$ cat src/rtl/scoreboard_pkg.sv
// Shared types and constants for the scoreboard receive path.
package scoreboard_pkg;

    typedef enum logic [1:0] {
        ST_IDLE    = 2'd0,
        ST_COLLECT = 2'd1,
        ST_DONE    = 2'd2
    } state_t;

    localparam int USERID_MSB = 31;
    localparam int USERID_LSB = 16;
    localparam int SCORE_MSB  = 15;

    localparam logic [15:0] TERMINATOR_ID = 16'hFFFF;

    localparam logic [1:0] GS_REQ  = 2'b01;
    localparam logic [1:0] GS_IDLE = 2'b00;

endpackage

$ cat src/rtl/leaderboard_table.sv
// Sorted top-N table: clear, insert-with-shift and the rank readout mux.
module leaderboard_table #(
    parameter int N = 4
) (
    input  logic                 clk,
    input  logic                 rst,
    input  logic                 clear,
    input  logic                 insert,
    input  logic [15:0]          ins_userid,
    input  logic [15:0]          ins_score,
    input  logic [$clog2(N)-1:0] rank_sel,
    output logic [15:0]          rank_userid,
    output logic [15:0]          rank_score,
    output logic                 rank_valid
);

    logic [15:0] uid_q   [N];
    logic [15:0] score_q [N];
    logic [N-1:0] valid_q;

    logic [N-1:0] lower;
    logic [N-1:0] prev_lower;
    logic [N-1:0] prev_valid;
    logic [15:0]  prev_uid   [N];
    logic [15:0]  prev_score [N];
    logic         sel_ok;

    // The table stays sorted with valid entries packed at the top, so "lower"
    // is monotonic: the first set bit is the insertion slot, later set bits shift.
    always_comb begin
        for (int i = 0; i < N; i++) begin
            lower[i] = !valid_q[i] || (score_q[i] < ins_score);
        end
    end

    for (genvar g = 0; g < N; g++) begin : g_prev
        if (g == 0) begin : g_first
            assign prev_lower[g] = 1'b0;
            assign prev_valid[g] = 1'b0;
            assign prev_uid[g]   = '0;
            assign prev_score[g] = '0;
        end else begin : g_rest
            assign prev_lower[g] = lower[g-1];
            assign prev_valid[g] = valid_q[g-1];
            assign prev_uid[g]   = uid_q[g-1];
            assign prev_score[g] = score_q[g-1];
        end
    end

    always_ff @(posedge clk or posedge rst) begin
        if (rst) begin
            for (int i = 0; i < N; i++) begin
                uid_q[i]   <= '0;
                score_q[i] <= '0;
            end
            valid_q <= '0;
        end else if (clear) begin
            for (int i = 0; i < N; i++) begin
                uid_q[i]   <= '0;
                score_q[i] <= '0;
            end
            valid_q <= '0;
        end else if (insert) begin
            for (int i = 0; i < N; i++) begin
                if (lower[i]) begin
                    if (prev_lower[i]) begin
                        uid_q[i]   <= prev_uid[i];
                        score_q[i] <= prev_score[i];
                        valid_q[i] <= prev_valid[i];
                    end else begin
                        uid_q[i]   <= ins_userid;
                        score_q[i] <= ins_score;
                        valid_q[i] <= 1'b1;
                    end
                end
            end
        end
    end

    assign sel_ok      = int'(rank_sel) < N;
    assign rank_userid = sel_ok ? uid_q[rank_sel]   : '0;
    assign rank_score  = sel_ok ? score_q[rank_sel] : '0;
    assign rank_valid  = sel_ok ? valid_q[rank_sel] : 1'b0;

endmodule

$ cat src/rtl/scoreboard_rx.sv
// Receives parity-qualified {userid, score} words and maintains the top-N leaderboard.
module scoreboard_rx
    import scoreboard_pkg::*;
#(
    parameter int N         = 4,
    parameter int MAX_WORDS = 1024
) (
    input  logic                 clk,
    input  logic                 rst,
    input  logic [1:0]           game_state,
    input  logic [31:0]          scoreboard_output,
    input  logic                 scoreboard_parity,
    input  logic [$clog2(N)-1:0] rank_sel,
    output logic [15:0]          rank_userid,
    output logic [15:0]          rank_score,
    output logic                 rank_valid,
    output logic                 busy,
    output logic                 frame_done,
    output logic                 overflow,
    output logic [15:0]          word_count
);

    localparam logic [15:0] MAX_W = 16'(MAX_WORDS);

    state_t      state;
    logic        par_q;
    logic [1:0]  gs_prev;
    logic [31:0] word_q;
    logic        word_v;

    logic        tog;
    logic        start;
    logic        abort;
    logic        is_term;
    logic        in_collect;
    logic        accept;
    logic        term_hit;
    logic        max_hit;
    logic        insert;
    logic        clear;
    logic [15:0] count_inc;

    assign tog        = scoreboard_parity ^ par_q;
    assign start      = (game_state == GS_REQ) && (gs_prev != GS_REQ);
    assign abort      = (game_state == GS_IDLE);
    assign is_term    = (word_q[USERID_MSB:USERID_LSB] == TERMINATOR_ID);
    assign in_collect = (state == ST_COLLECT) && !abort;
    assign accept     = in_collect && word_v && !is_term;
    assign term_hit   = in_collect && word_v && is_term;
    assign count_inc  = (word_count < MAX_W) ? word_count + 16'd1 : word_count;
    assign max_hit    = accept && (count_inc == MAX_W);
    assign insert     = accept && (word_q[SCORE_MSB:0] != 16'd0);
    assign clear      = (state == ST_IDLE) && start;

    // Stage 1 captures on a parity toggle; stage 2 (word_v) counts, inserts
    // and decides whether the frame ends, so back-to-back words never collide.
    always_ff @(posedge clk or posedge rst) begin
        if (rst) begin
            state      <= ST_IDLE;
            par_q      <= 1'b0;
            gs_prev    <= GS_IDLE;
            word_q     <= '0;
            word_v     <= 1'b0;
            word_count <= '0;
            busy       <= 1'b0;
            frame_done <= 1'b0;
            overflow   <= 1'b0;
        end else begin
            par_q      <= scoreboard_parity;
            gs_prev    <= game_state;
            frame_done <= 1'b0;
            case (state)
                ST_IDLE: begin
                    word_v <= 1'b0;
                    if (start) begin
                        state      <= ST_COLLECT;
                        busy       <= 1'b1;
                        word_count <= '0;
                        overflow   <= 1'b0;
                    end
                end
                ST_COLLECT: begin
                    if (abort) begin
                        state  <= ST_IDLE;
                        busy   <= 1'b0;
                        word_v <= 1'b0;
                    end else begin
                        if (accept) begin
                            word_count <= count_inc;
                        end
                        if (term_hit || max_hit) begin
                            state      <= ST_DONE;
                            busy       <= 1'b0;
                            frame_done <= 1'b1;
                            word_v     <= 1'b0;
                            if (max_hit) begin
                                overflow <= 1'b1;
                            end
                        end else begin
                            word_v <= tog;
                            if (tog) begin
                                word_q <= scoreboard_output;
                            end
                        end
                    end
                end
                ST_DONE: begin
                    state  <= ST_IDLE;
                    word_v <= 1'b0;
                end
                default: begin
                    state  <= ST_IDLE;
                    word_v <= 1'b0;
                end
            endcase
        end
    end

    leaderboard_table #(
        .N(N)
    ) u_table (
        .clk         (clk),
        .rst         (rst),
        .clear       (clear),
        .insert      (insert),
        .ins_userid  (word_q[USERID_MSB:USERID_LSB]),
        .ins_score   (word_q[SCORE_MSB:0]),
        .rank_sel    (rank_sel),
        .rank_userid (rank_userid),
        .rank_score  (rank_score),
        .rank_valid  (rank_valid)
    );

endmodule

$ cat config.mk
export PLATFORM = sky130hd
export DESIGN_NAME = scoreboard_rx
export DESIGN_NICKNAME = d
export VERILOG_FILES = /design/src/rtl/scoreboard_pkg.sv /design/src/rtl/leaderboard_table.sv /design/src/rtl/scoreboard_rx.sv
export SDC_FILE = /design/constraint.sdc
export NUM_CORES = 1
export LEC_CHECK = 0
export CAP_MARGIN = 20
export CORE_MARGIN = 3
export CORE_UTILIZATION = 40
export CTS_BUF_LIST = sky130_fd_sc_hd__clkbuf_8
export CTS_CLUSTER_SIZE = 16
export DETAILED_ROUTE_END_ITERATION = 8
export PLACE_DENSITY = 0.57
export SYNTH_ARGS = -nofsm -noshare
export SYNTH_HDL_FRONTEND = slang
export SYNTH_HIERARCHICAL = 1
export SYNTH_SLANG_ARGS = --single-unit
$ cat constraint.sdc
create_clock -name clk -period 4.25 [get_ports clk]
set_input_delay 0.85 -clock clk [delete_from_list [all_inputs] [get_ports clk]]
set_output_delay 0.85 -clock clk [all_outputs]
set_load 0.03 [all_outputs]
==> flow_metrics.py, run 1 <==
metrics = {
    "outcome": {
        "status": "finished clean",
    },
    "final_layout": {
        "fin_util_pct": 47.2,
        "fillCellCount": 2586,
        "final_nets": 1181,
        "instances_no_fill": 1470,
        "antenna_cells": 0,
        "drive_above_1_share_pct": 16.8,
        "multiInputGateArea_um2": 6290,
        "seqCellArea_um2": 4730,
        "final_common_cell": "dfrtp_1",
        "syn_to_final_growth_pct": 15.7,
        "mostFrequentLayoutCells": "dfrtp_1, mux2i_1, nor2_1, clkdlybuf4s50_1, nand2_1",
    },
    "clocking": {
        "insertion_delay_ns": 0.47,
        "cts_buffer_depth": 2,
        "numCtsBuffers": 17,
        "postCtsHoldBufs": 0,
        "tritoncts": "built",
        "clock-root-buffer": "clkbuf_8",
        "clk_pin_slew_ns": 0.11,
        "cts.sinks": 189,
        "post_cts_buffers": 0,
        "cts.htree.levels": 4,
        "post_cts_resized": 0,
    },
    "global_routing": {
        "grt_max_degree": 56,
        "track_usage_pct": 21.5,
        "grt_pass1_wl_mm": 51.8,
        "grt_overflow": 0,
        "grt_pass1_vias": 8642,
        "antenna_found_initial": 0,
    },
    "yosys": {
        "synth.mux.area_fraction_pct": 20.6,
        "synthCells": 999,
        "yosysTopAreaCellShare_pct": 41.5,
        "yosys_most_used_dff": "dfrtp_1",
        "syn_nets": 1099,
        "syn_avg_cell_area_um2": 11.4,
        "syn-cell-area_um2": 11400,
        "synth_xor_area_share_pct": 0.231,
        "ys_ff_latch": 189,
        "synth_enable_flop_cells": 0,
        "synth_compound_area_share_pct": 15.2,
        "synth-simple-area-share_pct": 12.2,
        "ys_seq_area_share_pct": 41.5,
        "synth_top_family_by_area": "multiplexers",
        "yosysUniqueCellTypes": 82,
        "yosys.area.top_type": "dfrtp_1",
        "yosys_warnings": 6,
        "ys_top_cells_by_area": "dfrtp_1, mux2i_1, ha_1, mux4_2, mux2_4",
        "synth-adder-area-share_pct": 6.70,
        "synth_async_sr_flop_share_pct": 100,
    },
    "power_and_ir_drop": {
        "seqPwrFrac_pct": 41.4,
        "p_comb_share_pct": 41.9,
        "p_per_area_nw_per_um2": 549,
        "ir_drop_v": 0.000218,
        "p_int_mw": 4.28,
        "swShare_pct": 40.9,
        "p_leak_nw": 6.03,
        "clkPwrFrac_pct": 16.6,
        "p_sw_mw": 2.96,
    },
    "timing": {
        "fin_tns_setup_ns": 0,
        "finalMaxSlewViolations": 0,
        "rsz0062_at_grt": "no",
        "setup_viol": 0,
        "clock.fmax_mhz": 267,
        "skew_ns": 0.0202,
        "hold_slack_ns": 0.509,
        "period_needed_ns": 3.74,
        "worst_pin_slew_ns": 0.980,
        "period_share_pct": 88.1,
        "hold_viol": 0,
        "slew_headroom_pct": 34.6,
    },
    "worst_setup_path": {
        "path_delay_family": "compound AO/OA/AOI/OAI gates",
        "critPathLaunch": "word_q[12]",
        "slowest_delay_ns": 0.77,
        "endpoint": "u_table/prev_score[0]",
        "path_cells": "inv_1, ha_1, nand4_1, nor3_1, a21boi_1, nor3_4, a21oi_2, buf_4, o2bb2ai_1",
        "critPathRequiredTime_ns": 4.64,
        "crit_type": "reg -> reg",
        "startpoint_type": "flip-flop",
        "cp_slowest_cell": "a21oi_2",
        "r2r_slack_ns": 0.51,
        "r2r_cells": 9,
        "r2r-end": "u_table/prev_score[0]",
        "path_depth": 9,
        "arrival_ns": 4.13,
        "crit_buf_inv": 2,
        "endpoint_kind": "flip-flop",
        "cp_max_fo": 19,
        "rr_startpoint": "word_q[12]",
    },
    "routing": {
        "wire_per_inst_um": 21.7,
        "route.vias.total": 8458,
        "drtIter0Drc": 677,
        "drt_wl_total_mm": 31.9,
        "drt_first_pass_iters": 5,
        "ant_nets": 0,
        "drcViolationCount": 0,
        "viasPerCell": 5.75,
    },
    "floorplan": {
        "coreArea_um2": 27900,
        "die_area_um2": 30600,
        "io_pins": 91,
        "start_util_pct": 40.8,
        "die_height_um": 175,
        "rows": 61,
        "die_w_um": 175,
    },
    "placed_design": {
        "dp_cells": 1440,
        "place.gp.congestion": 0.848,
        "io_buffer_count": 90,
        "dp_hpwl_mm": 21.7,
    },
    "worst_hold_path": {
        "hp-class": "reg -> reg",
    },
    "run": {
        "cap_violations": 0,
    },
}
## cells in the mapped netlist (5+ instances only)
master     count
o21ai_0       21
nand3_1       11
buf_4          6
buf_6          7
nand4_1       16
ha_1          61
o221ai_1      17
a21oi_1       28
mux2_4        29
mux2i_1      113
o2bb2ai_1     32
nor4_1        10
and2_1        11
nand2_1       74
mux4_2        33
nor2_1        88
inv_1         22
a211oi_2      18
nand2b_1      22
o21ai_1       17
and3_1         5
a211oi_1      14
clkbuf_1      26
dfrtp_1      189
a22o_1        17
o31ai_1        5
buf_2         17
## worst register-to-register path, stage by stage, from the launching register on
cell	delay [ns]
dfrtp_1	0.49
inv_1	0.17
ha_1	0.31
nand4_1	0.11
nor3_1	0.45
a21boi_1	0.61
nor3_4	0.10
a21oi_2	0.77
buf_4	0.47
o2bb2ai_1	0.18
## power groups by stage
stage / clock network [mW] / registers [mW] / logic (mW)
final: 1.20 / 3.00 / 3.03
after detailed placement: 0 / 3.02 / 3.04
after CTS: 1.24 / 2.99 / 3.05
after global routing: 1.31 / 3.09 / 3.35
after floorplan: 0 / 2.77 / 2.25
after global placement: 0 / 3.02 / 2.99
## per-layer routing
layer | vias to the layer above | GRT usage, % | part of all wire, %
li1 | 3906 | - | -
met5 | - | 0 | 0
met1 | 4329 | 30.7 | 48
met4 | 0 | 5.15 | 1.5
met2 | 192 | 34.6 | 47
met3 | 31 | 3.06 | 3.8
## worst min-delay path by stage
stage                        from                 end  depth (start not counted)
2_1_floorplan  u_table/valid_q[3]  u_table/valid_q[3]                          2
3_3_place_gp    u_table/uid_q[11]   u_table/uid_q[11]                          1
3_5_place_dp    u_table/uid_q[12]   u_table/uid_q[12]                          1
4_1_cts         u_table/uid_q[11]   u_table/uid_q[11]                          1
5_1_grt          u_table/uid_q[3]    u_table/uid_q[3]                          1
6_report        u_table/uid_q[11]   u_table/uid_q[11]                          1
## state kept, by name, summed over array words and instances (netlist names), 4 cells and up
register and cells:
u_table/prev_score 48, u_table/prev_uid 48, u_table/score_q 16, u_table/uid_q 16
u_table/valid_q 4, word_count 16, word_q 32
## cell families (layout without fill, tap and decap cells)
family	count (synthesis)	in the layout
AOI/OAI and AO/OA	211	211
and+or+nand+nor	272	272
muxes	178	178
buffers and inverters	85	178
xor gates and xnor gates	3	3
DFF	189	189
adders and majority gates	61	61
## through the flow
stage               setup WS (ns)  power, mW  instance area, µm²
CTS                         0.554       7.28               13200
global route                0.354       7.75               13200
global placement            0.408       6.00               12800
finish                      0.506       7.24               13200
detailed placement          0.370       6.06               12800
floorplan                   0.774       5.02               11400
## cell type report
class,count,share of cell area (%)
multi-input combinational,725,47.7
sequential,189,35.9
timing repair buffer,125,9.32
tap,378,3.59
clock buffer,19,1.98
clock inverter,11,0.845
inverter,23,0.683
(Power assumes the default switching activity.)
==> run 2, diff against run 1 <==
CORE_UTILIZATION = 45   (was 40)
PLACE_DENSITY = 0.63   (was 0.57)
==> run 2 against run 1 <==
Net effect:
- hold slack better by 0.00095 ns
- first-iteration DRC count increased by 18%
- critical path depth unchanged
- clock power grew 3%
- count of clock-buffer cells in the layout decreased by 2
- die area shrank 11%
- design area is 0.40% lower
- wire length down 3.9%
- register-to-register slack gained 0.19 ns
- fmax rose by 5.4%
- setup slack better by 0.19 ns
- cell count is 3.7% lower
- critical path type unchanged
==> flow_metrics.py, run 2 (synthesized netlist as in run 1, its figures left out) <==
metrics = {
    "timing": {
        "setup_viol": 0,
        "finalMaxSlewViolations": 0,
        "setup_ws_ns": 0.698,
        "clock.fmax_mhz": 282,
        "fin_tns_setup_ns": 0,
        "slew_headroom_pct": 36.8,
        "period_share_pct": 83.6,
        "skew_ns": 0.0196,
        "worst_pin_slew_ns": 0.945,
        "rsz0062_at_grt": "no",
        "period_needed_ns": 3.55,
        "hold_viol": 0,
    },
    "clocking": {
        "clock-root-buffer": "clkbuf_8",
        "numCtsBuffers": 17,
        "cts_buffer_depth": 2,
        "postCtsHoldBufs": 0,
        "clk_pin_slew_ns": 0.11,
        "tritoncts": "built",
        "post_cts_resized": 0,
        "cts.sinks": 189,
        "post_cts_buffers": 0,
        "cts.htree.levels": 4,
        "insertion_delay_ns": 0.47,
    },
    "global_routing": {
        "grt_max_degree": 57,
        "grt_overflow": 0,
        "grt_pass1_wl_mm": 49.3,
        "antenna_found_initial": 1,
        "grt_pass1_vias": 8506,
        "track_usage_pct": 23.3,
    },
    "power_and_ir_drop": {
        "p_sw_mw": 2.97,
        "clkPwrFrac_pct": 17.2,
        "seqPwrFrac_pct": 41.4,
        "p_per_area_nw_per_um2": 551,
        "swShare_pct": 41.0,
        "p_leak_nw": 6.04,
        "p_int_mw": 4.26,
        "p_comb_share_pct": 41.4,
        "ir_drop_v": 0.000278,
    },
    "worst_setup_path": {
        "rr_startpoint": "word_q[15]",
        "crit_type": "reg -> reg",
        "cp_max_fo": 22,
        "arrival_ns": 3.94,
        "critPathRequiredTime_ns": 4.64,
        "r2r_slack_ns": 0.70,
        "endpoint_kind": "flip-flop",
        "startpoint_type": "flip-flop",
        "critPathLaunch": "word_q[15]",
    },
    "placed_design": {
        "dp_hpwl_mm": 20.4,
        "dp_cells": 1384,
        "io_buffer_count": 90,
        "place_ws_ns": 0.539,
        "place.gp.congestion": 0.868,
    },
    "floorplan": {
        "die_area_um2": 27300,
        "die_height_um": 165,
        "coreArea_um2": 24600,
        "io_pins": 91,
        "rows": 57,
        "die_w_um": 165,
        "start_util_pct": 46.3,
    },
    "final_layout": {
        "instances_no_fill": 1416,
        "fillCellCount": 2147,
        "final_nets": 1179,
        "seqCellArea_um2": 4730,
        "multiInputGateArea_um2": 6290,
        "final_common_cell": "dfrtp_1",
        "mostFrequentLayoutCells": "dfrtp_1, mux2i_1, nor2_1, clkdlybuf4s50_1, nand2_1",
        "drive_above_1_share_pct": 16.8,
        "antenna_cells": 0,
        "fin_util_pct": 53.4,
        "syn_to_final_growth_pct": 15.2,
    },
    "routing": {
        "drtIter0Drc": 797,
        "viasPerCell": 5.97,
        "drcViolationCount": 0,
        "wire_per_inst_um": 21.7,
        "ant_nets": 0,
        "drt_first_pass_iters": 5,
        "route.vias.total": 8451,
        "drt_wl_total_mm": 30.7,
    },
    "run": {
        "cap_violations": 0,
    },
    "worst_hold_path": {
        "min_from": "overflow",
        "hp-class": "reg -> reg",
    },
    "outcome": {
        "status": "finished clean",
    },
}
==> run 2: cell types whose count changed in the layout (fill, tap and decap cells not counted), sizes merged <==
cell / change
buf: -2
clkbuf: -2
clkinv: +3
clkinvlp: -1
inv: +2
==> run 2: power by group through the flow <==
stage / registers (mW) / clock network, mW / logic (mW)
3_5_place_dp: 3.01 / 0 / 2.99
2_1_floorplan: 2.77 / 0 / 2.25
3_3_place_gp: 3.02 / 0 / 2.93
4_1_cts: 2.98 / 1.28 / 3.01
5_1_grt: 3.08 / 1.35 / 3.30
6_report: 3.00 / 1.24 / 2.99
==> run 2: area by class of cell <==
type | count | area share [%]
clock inverters | 15 | 1.29
well taps | 324 | 3.09
flip-flops and latches | 189 | 36.0
inverters | 23 | 0.686
clock buffers | 17 | 1.78
multi-input cells | 725 | 47.9
repair buffers | 123 | 9.24
==> run 2: final timing paths <==
path | cells past startpoint | to
max | 9 | u_table/prev_score[0]
min | 1 | overflow
max reg2reg | 9 | u_table/prev_score[0]
min reg2reg | 1 | overflow
max in group asynchronous | 3 | word_q[28]
min in group asynchronous | 2 | word_count[7]
==> run 2: worst max-delay path, stage by stage (launching register included) <==
cell,delay [ns]
dfrtp_1,0.52
inv_1,0.15
ha_1,0.33
nand4_1,0.16
nor3_1,0.37
a21boi_1,0.56
nor3_4,0.09
a21oi_2,0.65
buf_4,0.47
o2bb2ai_1,0.17
==> run 2: stage by stage <==
| stage | cell area, µm² | power, mW | hold slack, ns |
|---|---|---|---|
| floorplan | 11400 | 5.02 | 0.467 |
| global placement | 12700 | 5.95 | 0.484 |
| detailed placement | 12700 | 6.00 | 0.490 |
| CTS | 13100 | 7.27 | 0.515 |
| global route | 13100 | 7.73 | 0.526 |
| finish | 13100 | 7.23 | 0.510 |
==> run 2: metal layers <==
| layer | share of wire (%) | global-route usage [%] |
|---|---|---|
| met1 | 48 | 33.5 |
| met2 | 47 | 37.8 |
| met3 | 3.9 | 2.87 |
| met4 | 1.1 | 5.34 |
| met5 | 0.023 | 0 |
